## src/rtl/vga_sync_decoder.sv

```systemverilog
// Receive-side VGA timing recovery: rebuilds x/y/de from hsync/vsync, measures
// line period, hsync width and lines per frame, and reports lock.
module vga_sync_decoder #(
    parameter int H_ACTIVE      = 640,
    parameter int H_FRONT_PORCH = 16,
    parameter int H_SYNC        = 96,
    parameter int H_BACK_PORCH  = 48,
    parameter int V_ACTIVE      = 480,
    parameter int V_FRONT_PORCH = 10,
    parameter int V_SYNC        = 2,
    parameter int V_BACK_PORCH  = 33,
    parameter int LOCK_FRAMES   = 2
) (
    input  logic       pixel_clk,
    input  logic       rst,
    input  logic       hsync,
    input  logic       vsync,
    output logic [9:0] x_count,
    output logic [9:0] y_count,
    output logic       de,
    output logic       locked,
    output logic       frame_start,
    output logic       h_err,
    output logic       v_err
);

    localparam int H_TOTAL  = H_ACTIVE + H_FRONT_PORCH + H_SYNC + H_BACK_PORCH;
    localparam int V_TOTAL  = V_ACTIVE + V_FRONT_PORCH + V_SYNC + V_BACK_PORCH;
    localparam int HS_START = H_ACTIVE + H_FRONT_PORCH;
    localparam int VS_START = V_ACTIVE + V_FRONT_PORCH;

    localparam logic [9:0]  X_LAST    = 10'(H_TOTAL - 1);
    localparam logic [9:0]  X_LOAD    = 10'(HS_START + 1);
    localparam logic [9:0]  Y_LAST    = 10'(V_TOTAL - 1);
    localparam logic [9:0]  Y_LOAD    = 10'(VS_START);
    localparam logic [9:0]  X_ACT     = 10'(H_ACTIVE);
    localparam logic [9:0]  Y_ACT     = 10'(V_ACTIVE);
    localparam logic [10:0] PERIOD_OK = 11'(H_TOTAL);
    localparam logic [10:0] WIDTH_OK  = 11'(H_SYNC);
    localparam logic [9:0]  LINES_OK  = 10'(V_TOTAL);
    localparam logic [3:0]  GOOD_LOCK = 4'(LOCK_FRAMES);

    typedef enum logic [1:0] {
        ST_SEARCH = 2'd0,
        ST_TRACK  = 2'd1,
        ST_LOCKED = 2'd2
    } state_e;

    state_e      state_q, state_d;
    logic        hs_q, vs_q;
    logic [9:0]  x_q, x_d, y_q, y_d;
    logic [10:0] period_q, period_d, width_q, width_d;
    logic [9:0]  lines_q, lines_d;
    logic        period_vld_q, period_vld_d;
    logic [3:0]  good_q, good_d;
    logic        frame_err_q, frame_err_d;
    logic        locked_q, locked_d, de_q, de_d, fs_q, fs_d;
    logic        herr_q, herr_d, verr_q, verr_d;
    logic        hs_rise_s, hs_fall_s, vs_rise_s, err_s;
    logic [3:0]  good_inc_s;

    function automatic logic [10:0] sat_inc11(input logic [10:0] v);
        return (v == 11'h7FF) ? v : v + 11'd1;
    endfunction

    function automatic logic [9:0] sat_inc10(input logic [9:0] v);
        return (v == 10'h3FF) ? v : v + 10'd1;
    endfunction

    assign hs_rise_s = hsync & ~hs_q;
    assign hs_fall_s = ~hsync & hs_q;
    assign vs_rise_s = vsync & ~vs_q;
    assign err_s     = herr_d | verr_d;

    // Position recovery, timing measurement and error detection
    always_comb begin
        if (hs_rise_s) begin
            x_d = X_LOAD;
        end else if (x_q == X_LAST) begin
            x_d = 10'd0;
        end else begin
            x_d = x_q + 10'd1;
        end

        if (vs_rise_s) begin
            y_d = Y_LOAD;
        end else if (x_q == X_LAST) begin
            y_d = (y_q == Y_LAST) ? 10'd0 : y_q + 10'd1;
        end else begin
            y_d = y_q;
        end

        period_d = hs_rise_s ? 11'd1 : sat_inc11(period_q);
        width_d  = hsync ? sat_inc11(width_q) : 11'd0;

        if (vs_rise_s) begin
            lines_d = hs_rise_s ? 10'd1 : 10'd0;
        end else if (hs_rise_s) begin
            lines_d = sat_inc10(lines_q);
        end else begin
            lines_d = lines_q;
        end

        // The first hs_rise after leaving SEARCH only establishes the reference
        if (state_q == ST_SEARCH) begin
            period_vld_d = 1'b0;
        end else if (hs_rise_s) begin
            period_vld_d = 1'b1;
        end else begin
            period_vld_d = period_vld_q;
        end

        herr_d = (state_q != ST_SEARCH) &&
                 ((hs_rise_s && period_vld_q && (period_q != PERIOD_OK)) ||
                  (hs_fall_s && (width_q != WIDTH_OK)));
        verr_d = (state_q != ST_SEARCH) && vs_rise_s && (lines_q != LINES_OK);
    end

    // Lock FSM next-state and registered-output inputs
    always_comb begin
        state_d     = state_q;
        good_d      = good_q;
        frame_err_d = frame_err_q;
        good_inc_s  = (good_q == 4'hF) ? good_q : good_q + 4'd1;
        case (state_q)
            ST_SEARCH: begin
                if (vs_rise_s) begin
                    state_d     = ST_TRACK;
                    good_d      = 4'd0;
                    frame_err_d = 1'b0;
                end else begin
                    state_d = ST_SEARCH;
                end
            end
            ST_TRACK: begin
                if (err_s) begin
                    state_d     = ST_SEARCH;
                    frame_err_d = 1'b1;
                end else if (vs_rise_s) begin
                    frame_err_d = 1'b0;
                    if (!frame_err_q) begin
                        good_d  = good_inc_s;
                        state_d = (good_inc_s >= GOOD_LOCK) ? ST_LOCKED : ST_TRACK;
                    end else begin
                        good_d = good_q;
                    end
                end else begin
                    state_d = ST_TRACK;
                end
            end
            ST_LOCKED: begin
                if (err_s) begin
                    state_d     = ST_SEARCH;
                    frame_err_d = 1'b1;
                end else begin
                    state_d = ST_LOCKED;
                end
            end
            default: begin
                state_d = ST_SEARCH;
            end
        endcase

        // de is built from next-state values so it stays aligned with x/y
        locked_d = (state_d == ST_LOCKED);
        de_d     = locked_d && (x_d < X_ACT) && (y_d < Y_ACT);
        fs_d     = vs_rise_s;
    end

    // State and counter registers
    always_ff @(posedge pixel_clk or posedge rst) begin
        if (rst) begin
            state_q      <= ST_SEARCH;
            hs_q         <= 1'b0;
            vs_q         <= 1'b0;
            x_q          <= 10'd0;
            y_q          <= 10'd0;
            period_q     <= 11'd0;
            width_q      <= 11'd0;
            lines_q      <= 10'd0;
            period_vld_q <= 1'b0;
            good_q       <= 4'd0;
            frame_err_q  <= 1'b0;
            locked_q     <= 1'b0;
            de_q         <= 1'b0;
            fs_q         <= 1'b0;
            herr_q       <= 1'b0;
            verr_q       <= 1'b0;
        end else begin
            state_q      <= state_d;
            hs_q         <= hsync;
            vs_q         <= vsync;
            x_q          <= x_d;
            y_q          <= y_d;
            period_q     <= period_d;
            width_q      <= width_d;
            lines_q      <= lines_d;
            period_vld_q <= period_vld_d;
            good_q       <= good_d;
            frame_err_q  <= frame_err_d;
            locked_q     <= locked_d;
            de_q         <= de_d;
            fs_q         <= fs_d;
            herr_q       <= herr_d;
            verr_q       <= verr_d;
        end
    end

    assign x_count     = x_q;
    assign y_count     = y_q;
    assign de          = de_q;
    assign locked      = locked_q;
    assign frame_start = fs_q;
    assign h_err       = herr_q;
    assign v_err       = verr_q;

endmodule
```

## config.mk

```make
export PLATFORM = sky130hd
export DESIGN_NAME = vga_sync_decoder
export DESIGN_NICKNAME = d
export VERILOG_FILES = /design/src/rtl/vga_sync_decoder.sv
export SDC_FILE = /design/constraint.sdc
export NUM_CORES = 1
export LEC_CHECK = 0
export CORE_AREA = 2 2 113 115
export DETAILED_ROUTE_END_ITERATION = 16
export DIE_AREA = 0 0 115 117
export DONT_BUFFER_PORTS = 1
export PLACE_DENSITY = 0.52
export SYNTH_ARGS = -nofsm -noshare
export SYNTH_HDL_FRONTEND = slang
export SYNTH_SLANG_ARGS = --single-unit
```

## constraint.sdc

```tcl
create_clock -name pixel_clk -period 4.05 [get_ports pixel_clk]
set_clock_uncertainty 0.05 [all_clocks]
set_input_delay 0.81 -clock pixel_clk [delete_from_list [all_inputs] [get_ports pixel_clk]]
set_output_delay 0.81 -clock pixel_clk [all_outputs]
set_load 0.05 [all_outputs]
```

==> flow_metrics.tcl <==
set metrics [dict create \
    nets 392 \
    period_share_pct 73.4 \
    dpl-instance-area_mm2 0.00374 \
    outcome "finished clean" \
    synth-seq-cells 67 \
    grt-ovfl-total 0 \
    cts_resized 0 \
    crit_fanout 6 \
    grt_pass1_vias 2702 \
    synth_edf_count 0 \
    cts_tree "done" \
    ys_warn_count 0 \
    syn_area_per_cell_um2 9.61 \
    cts.htree.levels 3 \
    vias 2729 \
    rsz0062_at_grt "false" \
    fill_cells 1255 \
    max_cap_violations 0 \
    synth_cell_types 52 \
    tns_ps 0 \
    endpoint_kind "flip-flop" \
    cts_root_buffer "clkbuf_16" \
    wire_per_inst_um 14.7 \
    synthesis.nets 393 \
    tightest_slew_ps 941 \
    utilization_pct 32.6 \
    dp_hpwl_um 5180 \
    ys_top_cells_by_area "dfrtp_1, ha_1, xor2_1" \
    slowest_delay_ps 850 \
    gp_congestion 0.845 \
    track_usage_pct 12.8 \
    routed_via_density 5.20 \
    critPathKind "flip-flop to flip-flop" \
    drv_slew 0 \
    drc_errors 0 \
    rows 41 \
    cp.arrival_ps 3140 \
    netlist.area_leader.share_pct 46.6 \
    async_reset_ff_share_pct 100 \
    numPortBuffers 0 \
    drtPass1Iterations 4 \
    critPathLaunchType "flip-flop" \
    hold_ws_ps 440 \
    clock_latency_ps 330 \
    die_h_um 117 \
    diodes 0 \
    syn_inst 374 \
    core_area_mm2 0.0123 \
    ys.flop_type "dfrtp_1" \
    maxSlewHeadroom_pct 37.2 \
    die_area_mm2 0.0135 \
    cts.sinks 67 \
    r2r_slack_ps 1080 \
    p_per_area_mw_per_mm2 504 \
    antenna_found_initial 0 \
    grt_max_degree 45 \
    cts_buffers 9 \
    die_w_um 115 \
    hp-class "flip-flop to flip-flop" \
    layout-drive-gt1-share_pct 5.87 \
    crit_path_top_delay_cell "nor4_1" \
    cts_setup_buffers 0 \
    hp-start "period_vld_q" \
    ios 29 \
    ctsLongestPathBuffers 2 \
    start_util_pct 29.2 \
    clkSlewWorstSetupHoldPaths_ps 60 \
    wl_um 7730 \
    fmax_mhz 337 \
    finalHoldViolations 0 \
    fin_area_mm2 0.00401 \
    syn_area_mm2 0.00360 \
    post-route-min-period_ps 2970 \
    synth.yosys.seq_area_share_pct 46.6 \
    cp_cell_sequence "ha_1 -> nand4_1 -> nor4_1 -> o21a_1 -> a31oi_1 -> o31a_1 -> and4b_1" \
    grt_pass1_wl_um 13600 \
    synth_commonest_cells "dfrtp_1, nor2_1, nand2_1" \
    r2r_start "x_count[0]" \
    drt-initial-drc-count 190 \
    synth.largest_area_cell "dfrtp_1" \
    cp_num_buf_inv 0 \
    synth.most_common_cell "dfrtp_1" \
    vdd_ir_drop_max_mv 0.173 \
    cts_hold_repair.buffers 0 \
    p_leak_nw 1.69 \
    setup_violations 0 \
    drtAntennaViolNets 0 \
    area_delta_synth_final_pct 11.6 \
    critical-path-top-delay-family "simple AND/OR/NAND/NOR gates" \
    crit_start "x_count[0]" \
    cp.required_ps 4220 \
]
[per-stage QoR]
step	std cells	power, mW	setup WS, ps
global placement	512	1.29	1230
floorplan	374	1.19	1420
global route	525	2.15	876
CTS	525	2.05	1140
finish	525	2.02	1080
detailed placement	512	1.29	1180
[final timing paths]
path                                 to  cells past startpoint
max                                  de                      7
min                        period_vld_q                      2
max reg2reg                          de                      7
min reg2reg                period_vld_q                      2
max in group asynchronous    x_count[0]                      2
min in group asynchronous    width_q[3]                      1
[power breakdown]
| group | switching, mW | total (mW) | internal (mW) |
|---|---|---|---|
| clock network | 0.279 | 0.741 | 0.462 |
| logic | 0.216 | 0.359 | 0.144 |
| registers | 0.177 | 0.919 | 0.742 |
[layout by cell type (no fill, tap or decap), types with 2 or more instances in the layout]
cell type	Yosys	routed
a21oi_1	12	12
a31oi_1	8	8
a41oi_1	2	2
and2_1	10	10
and3_1	11	11
and4_1	7	7
buf_4	0	3
clkbuf_16	0	9
clkinv_2	0	3
dfrtp_1	67	67
ha_1	15	15
inv_1	16	15
mux2i_1	2	2
nand2_1	26	26
nand2b_1	4	4
nand3_1	18	18
nand4_1	22	22
nor2_1	40	40
nor2b_1	2	2
nor3_1	9	9
nor3b_1	2	2
nor4_1	2	2
nor4b_1	6	6
nor4bb_1	2	2
o21a_1	3	3
o21ai_0	16	16
o31a_1	2	2
or3_1	3	3
xnor2_1	11	11
xor2_1	20	20
[area by class of cell]
type	count	area, um^2	area share [%]
clock buffer	9	225	5.61
tap	150	188	4.68
multi-input combinational	276	1790	44.7
inverter	16	60.1	1.50
timing repair buffer	3	22.5	0.561
clock inverter	4	45.0	1.12
sequential	67	1680	41.8
[layer usage]
metal | track usage (%) | part of all wire, %
met1 | 17.4 | 50
met2 | 19.4 | 45
met3 | 4.22 | 3.3
met4 | 4.18 | 1.6
met5 | 0 | 0
[flip-flops by register name (all words and copies together) (netlist names), 2 cells and up]
register,cells
good_q,4
lines_q,10
period_q,11
state_q,2
width_q,11
x_count,10
y_count,10
[worst register-to-register path, cell delays in order (launching register included)]
cell,delay (ps)
dfrtp_1,680
ha_1,330
nand4_1,230
nor4_1,850
o21a_1,220
a31oi_1,40
o31a_1,260
and4b_1,200
[logic make-up after synthesis]
family                     share of synthesized area [%]
AOI/OAI and AO/OA                                   10.5
xor gates and xnor gates                            7.55
adders and majority gates                           5.22
buffers and inverters                               3.48
DFF                                                 46.6
muxes                                              0.557
and+or+nand+nor                                     26.1
(Power assumes the default switching activity.)
